## src/rtl/rv32_pkg.sv

```systemverilog
// Shared RV32 constants and the fetch-entry record used by the fetch front end.
package rv32_pkg;

  localparam int unsigned XLEN = 32;
  localparam logic [XLEN-1:0] NOP_INSTR = 32'h0000_0013;
  localparam logic [XLEN-1:0] DEFAULT_RESET_PC = 32'h0000_0000;

  typedef struct packed {
    logic [XLEN-1:0] pc;
    logic [XLEN-1:0] instr;
  } fetch_entry_t;

endpackage

```

## src/rtl/if_fetch_unit_if.sv

```systemverilog
// Instruction-memory request/grant and in-order response bus.
interface if_fetch_unit_if;
  import rv32_pkg::*;

  logic            imem_req;
  logic [XLEN-1:0] imem_addr;
  logic            imem_gnt;
  logic            imem_rvalid;
  logic [XLEN-1:0] imem_rdata;

  modport master (
    output imem_req,
    output imem_addr,
    input  imem_gnt,
    input  imem_rvalid,
    input  imem_rdata
  );

  modport slave (
    input  imem_req,
    input  imem_addr,
    output imem_gnt,
    output imem_rvalid,
    output imem_rdata
  );

endinterface

```

## src/rtl/fetch_fifo.sv

```systemverilog
// DEPTH-entry FIFO of {pc, instr}; a simultaneous push and pop is accepted while full.
module fetch_fifo
  import rv32_pkg::*;
#(
  parameter int unsigned DEPTH = 2,
  localparam int unsigned CNT_W = $clog2(DEPTH + 1)
) (
  input  logic             i_clk,
  input  logic             i_rst_n,
  input  logic             i_push,
  input  logic             i_pop,
  input  logic             i_flush,
  input  fetch_entry_t     i_data,
  output fetch_entry_t     o_data,
  output logic [CNT_W-1:0] o_count,
  output logic             o_empty,
  output logic             o_full
);

  localparam int unsigned PTR_W = (DEPTH > 1) ? $clog2(DEPTH) : 1;
  localparam logic [PTR_W-1:0] LAST_PTR = PTR_W'(DEPTH - 1);
  localparam logic [CNT_W-1:0] FULL_CNT = CNT_W'(DEPTH);

  fetch_entry_t     r_mem [DEPTH];
  logic [PTR_W-1:0] r_wr_ptr;
  logic [PTR_W-1:0] r_rd_ptr;
  logic [CNT_W-1:0] r_count;
  logic             w_push;
  logic             w_pop;

  function automatic logic [PTR_W-1:0] ptr_inc(input logic [PTR_W-1:0] p);
    return (p == LAST_PTR) ? '0 : p + PTR_W'(1);
  endfunction

  assign o_empty = (r_count == '0);
  assign o_full  = (r_count == FULL_CNT);
  assign o_count = r_count;
  assign o_data  = r_mem[r_rd_ptr];
  assign w_pop   = i_pop && !o_empty;
  assign w_push  = i_push && (!o_full || w_pop);

  always_ff @(posedge i_clk or negedge i_rst_n) begin
    if (!i_rst_n) begin
      r_wr_ptr <= '0;
      r_rd_ptr <= '0;
      r_count  <= '0;
    end else if (i_flush) begin
      r_wr_ptr <= '0;
      r_rd_ptr <= '0;
      r_count  <= '0;
    end else begin
      if (w_push) r_wr_ptr <= ptr_inc(r_wr_ptr);
      if (w_pop)  r_rd_ptr <= ptr_inc(r_rd_ptr);
      r_count <= r_count + CNT_W'(w_push) - CNT_W'(w_pop);
    end
  end

  always_ff @(posedge i_clk) begin
    if (w_push && !i_flush) r_mem[r_wr_ptr] <= i_data;
  end

endmodule

```

## src/rtl/if_fetch_unit.sv

```systemverilog
// RV32 fetch front end: PC, credit-limited imem requests, prefetch FIFO and IF/ID register.
module if_fetch_unit
  import rv32_pkg::*;
#(
  parameter logic [XLEN-1:0] RESET_PC = DEFAULT_RESET_PC,
  parameter int unsigned     DEPTH    = 2
) (
  input  logic              i_clk,
  input  logic              i_rst_n,
  input  logic              i_stall,
  input  logic              i_redirect,
  input  logic [XLEN-1:0]   i_redirect_pc,
  if_fetch_unit_if.master   imem,
  output logic [XLEN-1:0]   o_if_pc,
  output logic [XLEN-1:0]   o_if_instruction,
  output logic [XLEN-1:0]   o_if_pc_plus4,
  output logic              o_if_valid
);

  localparam int unsigned CNT_W  = $clog2(DEPTH + 1);
  localparam int unsigned DISC_W = CNT_W + 2;
  localparam logic [CNT_W:0] CREDITS = (CNT_W + 1)'(DEPTH);
  localparam logic [XLEN-1:0] RESET_FETCH_PC = {RESET_PC[XLEN-1:2], 2'b00};

  logic [XLEN-1:0]   r_fetch_pc;
  logic [CNT_W-1:0]  r_outstanding;
  logic [DISC_W-1:0] r_discard;
  logic [XLEN-1:0]   r_if_pc;
  logic [XLEN-1:0]   r_if_instr;
  logic [XLEN-1:0]   r_if_plus4;
  logic              r_if_valid;

  logic [XLEN-1:0]   w_fetch_pc_d;
  logic [CNT_W-1:0]  w_outstanding_d;
  logic [DISC_W-1:0] w_discard_d;
  logic [XLEN-1:0]   w_if_pc_d;
  logic [XLEN-1:0]   w_if_instr_d;
  logic [XLEN-1:0]   w_if_plus4_d;
  logic              w_if_valid_d;

  fetch_entry_t      w_tag_in;
  fetch_entry_t      w_tag_head;
  logic [CNT_W-1:0]  w_tag_count;
  logic              w_tag_empty;
  logic              w_tag_full;
  fetch_entry_t      w_rsp_entry;
  fetch_entry_t      w_fifo_head;
  fetch_entry_t      w_load;
  logic [CNT_W-1:0]  w_fifo_count;
  logic              w_fifo_empty;
  logic              w_fifo_full;

  logic w_req_fire;
  logic w_pending;
  logic w_rsp_accept;
  logic w_rsp_drop;
  logic w_if_advance;
  logic w_bypass;
  logic w_fifo_push;
  logic w_fifo_pop;
  logic w_unused;

  // Credits cover both in-flight requests and buffered words, so the FIFO cannot overflow.
  assign imem.imem_req  = i_rst_n && !i_redirect &&
                          (({1'b0, r_outstanding} + {1'b0, w_fifo_count}) < CREDITS);
  assign imem.imem_addr = r_fetch_pc;

  assign w_req_fire   = imem.imem_req && imem.imem_gnt;
  assign w_pending    = (r_discard != '0) || (r_outstanding != '0);
  assign w_rsp_drop   = imem.imem_rvalid && (r_discard != '0);
  assign w_rsp_accept = imem.imem_rvalid && !i_redirect && (r_discard == '0) &&
                        (r_outstanding != '0);

  assign w_tag_in    = '{pc: r_fetch_pc, instr: '0};
  assign w_rsp_entry = '{pc: w_tag_head.pc, instr: imem.imem_rdata};

  // An empty FIFO lets the arriving word go straight into IF/ID, saving a cycle.
  assign w_if_advance = !i_redirect && !i_stall;
  assign w_bypass     = w_if_advance && w_fifo_empty && w_rsp_accept;
  assign w_fifo_push  = w_rsp_accept && !w_bypass;
  assign w_fifo_pop   = w_if_advance && !w_fifo_empty;
  assign w_load       = w_fifo_empty ? w_rsp_entry : w_fifo_head;

  assign w_unused = ^{i_redirect_pc[1:0], w_tag_head.instr, w_tag_count, w_tag_empty,
                      w_tag_full, w_fifo_full};

  fetch_fifo #(
    .DEPTH (DEPTH)
  ) u_tag_queue (
    .i_clk   (i_clk),
    .i_rst_n (i_rst_n),
    .i_push  (w_req_fire),
    .i_pop   (w_rsp_accept),
    .i_flush (i_redirect),
    .i_data  (w_tag_in),
    .o_data  (w_tag_head),
    .o_count (w_tag_count),
    .o_empty (w_tag_empty),
    .o_full  (w_tag_full)
  );

  fetch_fifo #(
    .DEPTH (DEPTH)
  ) u_prefetch (
    .i_clk   (i_clk),
    .i_rst_n (i_rst_n),
    .i_push  (w_fifo_push),
    .i_pop   (w_fifo_pop),
    .i_flush (i_redirect),
    .i_data  (w_rsp_entry),
    .o_data  (w_fifo_head),
    .o_count (w_fifo_count),
    .o_empty (w_fifo_empty),
    .o_full  (w_fifo_full)
  );

  always_comb begin
    w_fetch_pc_d    = r_fetch_pc;
    w_outstanding_d = r_outstanding;
    w_discard_d     = r_discard;
    if (i_redirect) begin
      w_fetch_pc_d    = {i_redirect_pc[XLEN-1:2], 2'b00};
      w_outstanding_d = '0;
      // Every live or already-doomed response must be dropped, less one arriving right now.
      w_discard_d     = r_discard + DISC_W'(r_outstanding) -
                        DISC_W'(imem.imem_rvalid && w_pending);
    end else begin
      if (w_req_fire) w_fetch_pc_d = r_fetch_pc + 32'd4;
      w_outstanding_d = r_outstanding + CNT_W'(w_req_fire) - CNT_W'(w_rsp_accept);
      w_discard_d     = r_discard - DISC_W'(w_rsp_drop);
    end
  end

  always_comb begin
    w_if_pc_d    = r_if_pc;
    w_if_instr_d = r_if_instr;
    w_if_plus4_d = r_if_plus4;
    w_if_valid_d = r_if_valid;
    if (i_redirect) begin
      w_if_instr_d = NOP_INSTR;
      w_if_valid_d = 1'b0;
    end else if (!i_stall) begin
      if (!w_fifo_empty || w_rsp_accept) begin
        w_if_pc_d    = w_load.pc;
        w_if_instr_d = w_load.instr;
        w_if_plus4_d = w_load.pc + 32'd4;
        w_if_valid_d = 1'b1;
      end else begin
        w_if_instr_d = NOP_INSTR;
        w_if_valid_d = 1'b0;
      end
    end
  end

  always_ff @(posedge i_clk or negedge i_rst_n) begin
    if (!i_rst_n) begin
      r_fetch_pc    <= RESET_FETCH_PC;
      r_outstanding <= '0;
      r_discard     <= '0;
      r_if_pc       <= RESET_PC;
      r_if_instr    <= NOP_INSTR;
      r_if_plus4    <= RESET_PC + 32'd4;
      r_if_valid    <= 1'b0;
    end else begin
      r_fetch_pc    <= w_fetch_pc_d;
      r_outstanding <= w_outstanding_d;
      r_discard     <= w_discard_d;
      r_if_pc       <= w_if_pc_d;
      r_if_instr    <= w_if_instr_d;
      r_if_plus4    <= w_if_plus4_d;
      r_if_valid    <= w_if_valid_d;
    end
  end

  assign o_if_pc          = r_if_pc;
  assign o_if_instruction = r_if_instr;
  assign o_if_pc_plus4    = r_if_plus4;
  assign o_if_valid       = r_if_valid;

endmodule

```

## src/flat_wrapper.sv

```systemverilog
// flat-port wrapper written by rule: the top's interface ports become plain ports
module if_fetch_unit_flat import rv32_pkg::*;
#(
  parameter logic [XLEN-1:0] RESET_PC = DEFAULT_RESET_PC,
  parameter int unsigned     DEPTH    = 2
)
  (i_clk, i_rst_n, i_stall, i_redirect, i_redirect_pc, o_if_pc, o_if_instruction, o_if_pc_plus4, o_if_valid, imem_imem_req, imem_imem_addr, imem_imem_gnt, imem_imem_rvalid, imem_imem_rdata);
  if_fetch_unit_if imem_i ();
  input  logic i_clk;
  input  logic i_rst_n;
  input  logic i_stall;
  input  logic i_redirect;
  input  logic [XLEN-1:0] i_redirect_pc;
  output logic [XLEN-1:0] o_if_pc;
  output logic [XLEN-1:0] o_if_instruction;
  output logic [XLEN-1:0] o_if_pc_plus4;
  output logic o_if_valid;
  output wire logic [$bits(imem_i.imem_req)-1:0] imem_imem_req;
  output wire logic [$bits(imem_i.imem_addr)-1:0] imem_imem_addr;
  input wire logic [$bits(imem_i.imem_gnt)-1:0] imem_imem_gnt;
  input wire logic [$bits(imem_i.imem_rvalid)-1:0] imem_imem_rvalid;
  input wire logic [$bits(imem_i.imem_rdata)-1:0] imem_imem_rdata;
  assign imem_imem_req = imem_i.imem_req;
  assign imem_imem_addr = imem_i.imem_addr;
  assign imem_i.imem_gnt = imem_imem_gnt;
  assign imem_i.imem_rvalid = imem_imem_rvalid;
  assign imem_i.imem_rdata = imem_imem_rdata;
  if_fetch_unit #(.RESET_PC(RESET_PC), .DEPTH(DEPTH)) u_core (.i_clk(i_clk), .i_rst_n(i_rst_n), .i_stall(i_stall), .i_redirect(i_redirect), .i_redirect_pc(i_redirect_pc), .imem(imem_i), .o_if_pc(o_if_pc), .o_if_instruction(o_if_instruction), .o_if_pc_plus4(o_if_pc_plus4), .o_if_valid(o_if_valid));
endmodule
```

## config.mk

```make
export PLATFORM = sky130hd
export DESIGN_NAME = if_fetch_unit_flat
export DESIGN_NICKNAME = d
export VERILOG_FILES = /design/src/rtl/rv32_pkg.sv /design/src/rtl/if_fetch_unit_if.sv /design/src/rtl/fetch_fifo.sv /design/src/rtl/if_fetch_unit.sv /design/src/flat_wrapper.sv
export SDC_FILE = /design/constraint.sdc
export NUM_CORES = 1
export LEC_CHECK = 0
export ABC_AREA = 1
export CAP_MARGIN = 15
export CORE_UTILIZATION = 45
export CTS_CLUSTER_SIZE = 25
export DETAILED_ROUTE_END_ITERATION = 12
export PLACE_DENSITY = 0.7
export SETUP_SLACK_MARGIN = 0.5
export SLEW_MARGIN = 5
export SYNTH_ARGS = -nofsm -noshare
export SYNTH_HDL_FRONTEND = slang
export SYNTH_SLANG_ARGS = --single-unit
```

## constraint.sdc

```tcl
create_clock -name i_clk -period 4.4 [get_ports i_clk]
set_input_delay 0.88 -clock i_clk [delete_from_list [all_inputs] [get_ports i_clk]]
set_output_delay 0.88 -clock i_clk [all_outputs]
set_load 0.02 [all_outputs]
```

==> metrics, run 1 <==
status completed; Storage cell area roughly 0.0090 mm2; Slew HR 0.488; Nets 1847; Layout fillers 2800; TritonCTS buffer count 35; first-pass GRT wire length between 50000 and 60000 um; Clock Sinks 321; Die Area between 0.03 and 0.04 mm2; initial antenna violation count 0; CTS clk-pin slew, worst paths 60 ps; vias in the first global route 10824; Layout Skew 17.0 ps; worst r2r src u_core.u_prefetch.o_count[0]; clock share of power 0.379; io pins 200; Clock Latency Late Sink approximately 500 ps; post-route cell area 0.0183 mm2; crit path max fanout 4; Worst setup SP type flip-flop; CTS H-Tree Depth 2; reg2reg end u_core.u_tag_queue.o_count[1]; post-route setup slack between 1000 and 1500 ps; DP Area 0.0171 mm2; R2R cell count 14; Post-synth EDFFs 184; CTS Hold Bufs 0; minimum clock period after layout ~3400 ps; wire length on met3 ~2200 um; internal power 5870 uW; area of the multi-input gates 0.00504 mm2; drt pass-1 iters 5; gpl congestion ~0.87; CTS tree yes; Hold WC Path Type input pin to async pin; GRT Util Overall 0.216; Area growth, synth to finish 23.8%; RSZ-0062 raised after global routing no; via count 11357; final wirelength 35800 um; post-route antenna net violation count 0; Post-Place Setup Slack roughly 670 ps; post-cts sizing count 0; final setup vio count 0; DRC Markers 0; PwrDens roughly 430 mW/mm2; worst path arrival time 2500 ps; Comb power frac 0.167; layout cells sized above 1 0.0728; Net Switching slightly above 2000 uW; WL met1 16300 um; Fin. Hold Viols 0; Synth Instances 1572; commonest cells after routing, fill and taps aside 559 x nand2_1, 190 x clkdlybuf4s50_1, 184 x edfxtp_1; row count 66; PortBufs roughly 190; Post-CTS Setup Inserts 0; sequential power share 0.454; Main synth FF type edfxtp_1; DR top layer met4; f_max 295 MHz; ant diodes 0; Overflow after GRT 0; Die Y 183 um; synth warn 0; VDD IR max approximately 0.00026 V; Max clock buf depth 3; Mapped Area 0.0148 mm2; ys async rst share 0.427; Initial DRC Count around 790; #FFs+latches synth 321; sw frac 0.262; Worst-Margin Slew 767 ps; worst reg2reg setup slack ~1200 ps; Worst Setup End Kind output pin; Core Footprint 0.0325 mm2; met2 WL 16600 um; commonest non-fill, non-tap cell in the layout nand2_1; sequential-to-total area share from yosys stat 0.606; Max Slew Vio Count 0; DR vias/cell 5.10; fin crit share 0.769; Req. time, crit path ~3500 ps; Max Cap Viol 0; initial core utilization 0.456; Die X 183 um; Leakage 0.00769 uW; largest net degree at the start of global routing 69; post-DP HPWL between 20000 and 25000 um; Avg Inst Size Synth between 9 and 10 um2; Crit Path Category flip-flop to output pin; Netlist cell types 41; WL per Instance 16.1 um; clk root buf clkbuf_16
logic make-up after synthesis:
group                    Yosys count  synth area share
AO/OA/AOI/OAI                    144            0.0550
XOR/XNOR                          34            0.0201
adder cells (fa/ha/maj)           18            0.0162
buffers and inverters            187            0.0562
flip-flops                       321             0.606
multiplexers                       1          0.000677
other                              1          0.000254
AND/OR/NAND/NOR                  866             0.246
flip-flops by register name, summed over array words and instances, names as in the netlist:
signal / flops
u_core.r_discard: 4
u_core.u_prefetch.o_count: 2
u_core.u_tag_queue.r_wr_ptr: 1
u_core.o_if_pc: 30
u_core.u_prefetch.r_rd_ptr: 1
u_core.r_outstanding: 2
u_core.u_tag_queue.r_rd_ptr: 1
u_core.u_tag_queue.r_mem: 60
u_core.u_tag_queue.o_count: 2
u_core.o_if_pc_plus4: 30
u_core.o_if_valid: 1
u_core.o_if_instruction: 32
u_core.u_prefetch.r_mem: 124
u_core.u_prefetch.r_wr_ptr: 1
u_core.imem.imem_addr: 30
worst max-delay path, cell delays in order, from the launching register on:
cell and delay [ps]:
dfrtp_1 450, nand2_1 100, inv_1 50, fa_1 430
nor2_1 140, nand3_1 90, inv_1 120, clkdlybuf4s50_1 620
cell usage after synthesis, types with 3 or more instances:
| library cell | count | share of area |
|---|---|---|
| nand3_1 | 108 | 0.037 |
| a21oi_1 | 12 | 0.0041 |
| a31oi_1 | 6 | 0.0025 |
| dfrtp_1 | 133 | 0.23 |
| nor2_4 | 7 | 0.0053 |
| nor2_2 | 7 | 0.0030 |
| nor3_1 | 14 | 0.0047 |
| xnor2_1 | 11 | 0.0065 |
| nand2_2 | 23 | 0.0097 |
| nand3_2 | 4 | 0.0027 |
| dfstp_2 | 4 | 0.0071 |
| clkbuf_1 | 15 | 0.0038 |
| o221ai_1 | 5 | 0.0030 |
| xor2_1 | 23 | 0.014 |
| nand4_1 | 7 | 0.0030 |
| o21ai_0 | 90 | 0.030 |
| o21ai_1 | 4 | 0.0014 |
| buf_2 | 27 | 0.0091 |
| ha_1 | 16 | 0.014 |
| nand2_1 | 559 | 0.14 |
| buf_4 | 15 | 0.0076 |
| nand3b_1 | 3 | 0.0015 |
| edfxtp_1 | 184 | 0.37 |
| o211ai_1 | 15 | 0.0076 |
| buf_6 | 5 | 0.0038 |
| nor2_1 | 114 | 0.029 |
| inv_2 | 6 | 0.0015 |
| buf_1 | 4 | 0.0010 |
| and2_1 | 17 | 0.0072 |
| inv_1 | 114 | 0.029 |
| o21a_1 | 7 | 0.0036 |
worst max-delay path by stage:
stage                                 startpoint                              to  slack [ps]  cells past startpoint
floorplan                             i_redirect   u_core.u_prefetch.r_mem[0][0]        -220                      6
global placement                      i_redirect   u_core.u_tag_queue.o_count[1]         760                     12
finish              u_core.u_prefetch.o_count[0]                   imem_imem_req        1020                      7
global route        u_core.u_prefetch.o_count[0]                   imem_imem_req         920                      7
CTS                 u_core.u_prefetch.o_count[0]                   imem_imem_req         990                      7
detailed placement                    i_redirect  u_core.u_tag_queue.r_mem[0][6]         670                      9
power by group through the flow:
| stage | Sequential [uW] | Clock [uW] | Combinational [uW] |
|---|---|---|---|
| after floorplan | 3840 | 0 | 499 |
| after CTS | 3610 | 3060 | 1340 |
| after detailed placement | 3670 | 0 | 1330 |
| after global routing | 3640 | 3170 | 1450 |
| after global placement | 3660 | 0 | 1290 |
| final | 3610 | 3010 | 1330 |
through the flow:
step	setup TNS (ps)	hold slack [ps]	instances	utilization	total power [uW]
2_1_floorplan	-26780	483	1577	-	4340
3_5_place_dp	0	466	2164	0.528	5000
5_1_grt	0	291	2228	0.564	8270
3_3_place_gp	0	458	2164	0.528	4960
4_1_cts	0	278	2228	0.564	8000
6_report	0	266	2228	0.564	7950
area by class of cell:
cell class / instances / share of cell area
Tap cell: 442 / 0.0302
Clock buffer: 48 / 0.0533
Inverter: 121 / 0.0249
Multi-Input combinational cell: 1069 / 0.275
Sequential cell: 321 / 0.489
Timing Repair Buffer: 211 / 0.115
Clock inverter: 16 / 0.0118
layer usage:
metal	vias to the layer above	global-route usage
met1	5405	0.305
met5	-	0
met2	393	0.351
li1	5505	-
met4	0	0.0570
met3	54	0.0306
Power figures use the tool's default switching activity.
==> run 2, diff against run 1 <==
==> constraint.sdc (replaced) <==
create_clock -name i_clk -period 2.8 [get_ports i_clk]
set_input_delay 0.56 -clock i_clk [delete_from_list [all_inputs] [get_ports i_clk]]
set_output_delay 0.56 -clock i_clk [all_outputs]
set_load 0.02 [all_outputs]
==> metrics, run 2 (synthesis results as in run 1) <==
final setup vio count 0 (unchanged); layout cells sized above 1 0.133 (+0.0600); worst reg2reg setup slack 370 ps (-780 ps); io pins 200 (unchanged); clock share of power 0.364 (-0.015); Req. time, crit path 2240 ps (-1280 ps); CTS Hold Bufs 0 (unchanged); final wirelength 37200 um (+3.9%); area of the multi-input gates 0.00528 mm2 (+4.7%); CTS tree yes; RSZ-0062 raised after global routing yes; TritonCTS buffer count 35 (unchanged); Leakage 0.00805 uW (+4.6%); Clock Latency Late Sink 520 ps (about the same); sequential power share 0.459 (+0.005); DRC Markers 0 (unchanged); minimum clock period after layout 2470 ps; Die Y 183 um (unchanged); commonest cells after routing, fill and taps aside 535 x nand2_1, 184 x clkdlybuf4s50_1, 184 x edfxtp_1; ant diodes 0 (unchanged); Net Switching 3330 uW (+60%); GRT Util Overall 0.220 (+0.00404); total power after layout 12400 uW (+56%); Slew HR 0.497 (+0.00863); post-route antenna net violation count 0 (unchanged); Post-Place Setup Slack 110 ps (-559 ps); Max clock buf depth 3 (unchanged); Area growth, synth to finish 28.8%; drt pass-1 iters 6 (+1); Layout fillers 2711 (-3.2%); worst path arrival time 1910 ps (-590 ps); initial antenna violation count 0 (unchanged); worst r2r src u_core.u_prefetch.o_count[0]; reg2reg end u_core.u_tag_queue.o_count[1]; cell mode on critical path inv_2; sw frac 0.269 (+0.00741); max incr delay on CP 430 ps (-190 ps); Nets 1892 (+2.4%); Max Cap Viol 0 (unchanged); Crit Path Category flip-flop to output pin; DP Area 0.0173 mm2 (+1.2%); R2R cell count 15 (+1); first-pass GRT wire length 57900 um (+1.4%); Overflow after GRT 0 (unchanged); via count 11472 (+1.0%); Initial DRC Count 1076 (+36%); gpl congestion 0.884 (+1.6%); Top reg by flops u_core.u_prefetch.r_mem; f_max 405 MHz; DR vias/cell 5.05 (-0.94%); Worst Setup End Kind output pin; Fin. Hold Viols 0 (unchanged); post-DP HPWL 24600 um (+2.1%); Die X 183 um (unchanged); Worst-Margin Slew 754 ps (-12.9 ps); setup TNS 0 ps (unchanged); Die Area 0.0336 mm2 (unchanged); crit path max fanout 2 (-2); commonest non-fill, non-tap cell in the layout nand2_1; clk root buf clkbuf_16; row count 66 (unchanged); largest net degree at the start of global routing 138 (+100%); max reg flops 124 (unchanged); Storage cell area 0.00898 mm2 (+0.24%); CTS clk-pin slew, worst paths 60 ps (about the same); status completed; initial core utilization 0.456 (unchanged); internal power 9060 uW (+54%); vias in the first global route 10924 (+0.92%); VDD IR max 0.000399 V (+53%); fin crit share 0.883; PwrDens 650 mW/mm2 (+50%); Comb power frac 0.177 (+0.010); Top delay family on crit path adder cells; PortBufs 191 (unchanged); Clock Sinks 321 (unchanged); Layout Skew 14.7 ps (-2.28 ps); WL per Instance 16.4 um (+1.9%); Worst setup SP type flip-flop; post-route cell area 0.0191 mm2 (+4.1%); Cell Chain, Critical Path nand2_2 > inv_2 > fa_1 > nor2_1 > nand3_1 > inv_2 > buf_6; post-route setup slack 329 ps (-687 ps); CTS H-Tree Depth 2 (unchanged); Hold WC Path Type input pin to async pin; Core Footprint 0.0325 mm2 (unchanged); Max Slew Vio Count 0 (unchanged); WHS 210 ps (-56.2 ps); highest-delay cell along the critical path fa_1; worst path bufs/invs 3 (unchanged)
run 2: power groups by stage:
stage | registers, uW | clock network [uW] | logic (uW)
after detailed placement | 5770 | 0 | 2100
after global placement | 5760 | 0 | 2050
after global routing | 5730 | 4810 | 2390
after floorplan | 6030 | 0 | 797
after CTS | 5680 | 4600 | 2120
final | 5680 | 4520 | 2190
run 2: final cells by class:
class / instances / share of cell area
multi-input cells: 1069 / 0.277
well taps: 442 / 0.0290
inverters: 121 / 0.0245
flip-flops and latches: 321 / 0.471
clock inverters: 14 / 0.00762
clock buffers: 49 / 0.0519
repair buffers: 256 / 0.139
run 2: routing by layer:
layer  part of all wire  GRT usage  wire length [um]  up-vias
li1                   -          -                 -     5600
met1               0.45      0.307             16700     5470
met2               0.48      0.362             17700      360
met3              0.060     0.0318              2220       42
met4              0.017     0.0547               642        0
met5                  0          0                 0        -
run 2: timing repair:
| item | in CTS | in global routing |
|---|---|---|
| endpoints found under the setup margin | 9 | 132 |
| setup buffers | 4 | 25 |
| gates cloned | 1 | 4 |
| pin swaps | 1 | 29 |
| resized for setup | 14 | 87 |
| endpoints found under the hold margin | 0 | 0 |
run 2: stage by stage:
stage                      util  cells
after floorplan               -   1577
after global placement    0.534   2175
after detailed placement  0.534   2175
after CTS                 0.571   2243
after global routing      0.587   2272
final                     0.587   2272
run 2: worst max path at each step:
stage                                    end  depth (start not counted)                          from  slack, ps
3_3_place_gp             u_core.r_discard[2]                         11              imem_imem_rvalid        150
5_1_grt        u_core.u_tag_queue.o_count[1]                         15  u_core.u_prefetch.o_count[0]        240
3_5_place_dp             u_core.r_discard[3]                         12              imem_imem_rvalid        110
4_1_cts                        imem_imem_req                          7  u_core.u_prefetch.o_count[0]        330
6_report                       imem_imem_req                          7  u_core.u_prefetch.o_count[0]        330
2_1_floorplan  u_core.u_prefetch.r_mem[0][0]                          6                    i_redirect        360
==> run 3, diff against run 2 <==
--- a/config.mk
+++ b/config.mk
@@ -10,7 +10,7 @@
 export CORE_UTILIZATION = 45
 export CTS_CLUSTER_SIZE = 25
 export DETAILED_ROUTE_END_ITERATION = 12
-export PLACE_DENSITY = 0.7
+export PLACE_DENSITY_LB_ADDON = 0.15
 export SETUP_SLACK_MARGIN = 0.5
 export SLEW_MARGIN = 5
 export SYNTH_ARGS = -nofsm -noshare
==> metrics, run 3 (synthesis results as in run 1) <==
status completed; Crit Path Category flip-flop to output pin; WL per Instance 16.6 um (+1.3%); R2R cell count 13 (-2); largest net degree at the start of global routing 65 (-53%); worst r2r src u_core.u_prefetch.o_count[0]; Nets 1916 (+1.3%); Clock Latency Late Sink 520 ps (about the same); WHS 233 ps (+23.9 ps); Die Y 183 um (unchanged); Area growth, synth to finish 32.7%; first-pass GRT wire length 59400 um (+2.6%); vias in the first global route 11002 (+0.71%); worst reg2reg setup slack 440 ps (+70 ps); DP Area 0.0174 mm2 (+0.65%); setup TNS 0 ps (unchanged); initial core utilization 0.456 (unchanged); initial antenna violation count 0 (unchanged); post-route antenna net violation count 0 (unchanged); crit path max fanout 2 (unchanged); PwrDens 632 mW/mm2 (-2.8%); GRT Util Overall 0.227 (+0.00665); VDD IR max 0.000345 V (-13%); Overflow after GRT 0 (unchanged); Worst setup SP type flip-flop; Max Cap Viol 0 (unchanged); f_max 412 MHz (+1.9%); CTS tree yes; reg2reg end u_core.u_tag_queue.r_mem[1][3]; Clock Sinks 321 (unchanged); DRC Markers 0 (unchanged); post-route cell area 0.0196 mm2 (+3.0%); Max clock buf depth 3 (unchanged); final design utilization 0.605 (+0.0174); gpl congestion 0.895 (+1.3%); TritonCTS buffer count 34 (-2.9%); post-DP HPWL 25000 um (+2.0%); row count 66 (unchanged); final wirelength 38100 um (+2.3%); layout cells sized above 1 0.163 (+0.0302); Top reg by flops u_core.u_prefetch.r_mem; fin crit share 0.866 (-0.0162); Hold WC Path Type input pin to async pin; max reg flops 124 (unchanged); worst path arrival time 1870 ps (-40 ps); Slew HR 0.541 (+0.0439); Die X 183 um (unchanged); via count 11480 (+0.070%); CTS Hold Bufs 0 (unchanged); commonest cells after routing, fill and taps aside 519 x nand2_1, 185 x clkdlybuf4s50_1, 184 x edfxtp_1; io pins 200 (unchanged); Layout Skew 23.2 ps (+8.52 ps); CTS H-Tree Depth 2 (unchanged); Fin. Hold Viols 0 (unchanged); CTS clk-pin slew, worst paths 70 ps (about the same); total power after layout 12400 uW (about the same); Die Area 0.0336 mm2 (unchanged); Worst-Margin Slew 689 ps (-65.9 ps); Worst Setup End Kind output pin; Max Slew Vio Count 0 (unchanged); DR vias/cell 5.00 (-0.93%); final setup vio count 0 (unchanged); Leakage 0.00823 uW (+2.2%); RSZ-0062 raised after global routing yes; commonest non-fill, non-tap cell in the layout nand2_1; minimum clock period after layout 2430 ps (-45.3 ps); ant diodes 0 (unchanged); Core Footprint 0.0325 mm2 (unchanged); Req. time, crit path 2240 ps (about the same); PortBufs 191 (unchanged); clk root buf clkbuf_16; Initial DRC Count 872 (-19%); drt pass-1 iters 5 (-1)
-- run 3: how the worst max path moves through the flow --
stage | to | cells after the start | from
2_1_floorplan | u_core.u_prefetch.r_mem[0][0] | 6 | i_redirect
3_3_place_gp | u_core.o_if_instruction[6] | 9 | i_redirect
3_5_place_dp | u_core.o_if_instruction[2] | 9 | i_redirect
4_1_cts | imem_imem_req | 7 | u_core.r_outstanding[0]
5_1_grt | imem_imem_req | 7 | u_core.r_outstanding[0]
6_report | imem_imem_req | 7 | u_core.u_prefetch.o_count[0]
-- run 3: area by class of cell --
| cell class | count | area [um2] |
|---|---|---|
| clock inverter | 15 | 151 |
| timing repair buffer | 281 | 2960 |
| inverter | 121 | 472 |
| tap | 442 | 553 |
| multi-input combinational | 1069 | 5560 |
| clock buffer | 46 | 957 |
| sequential | 321 | 8980 |
| fill | 2712 | 12800 |
-- run 3: power breakdown --
| part | total (uW) | switching, uW | leakage (uW) | internal, uW |
|---|---|---|---|---|
| sequential | 5680 | 304 | 0.00345 | 5380 |
| combinational | 2240 | 1200 | 0.00424 | 1030 |
| clock | 4480 | 1800 | 0.000545 | 2680 |
-- run 3: through the flow --
| stage | std cells | setup WS [ps] |
|---|---|---|
| finish | 2295 | 374 |
| global route | 2295 | 266 |
| CTS | 2258 | 314 |
| detailed placement | 2185 | 187 |
| global placement | 2185 | 210 |
| floorplan | 1577 | 358 |
-- run 3: worst max-delay path, cell delays in order (launching register included) --
cell	delay (ps)
dfrtp_2	420
nand2_2	70
inv_2	30
fa_1	450
nor2_2	120
nand3_2	70
inv_2	70
buf_6	110
-- run 3: layer usage --
metal / GRT usage / wire length [um] / vias up
met1: 0.323 / 17500 / 5434
li1: - / - / 5649
met5: 0 / 0 / -
met3: 0.0340 / 2010 / 60
met4: 0.0723 / 1030 / 0
met2: 0.357 / 17500 / 337
-- run 3: what timing repair did --
item / in CTS / in global routing
pin swaps: 3 / 56
gates resized for setup: 35 / 146
buffers inserted: 10 / 32
cloned: 2 / 5
setup endpoints to repair: 44 / 126
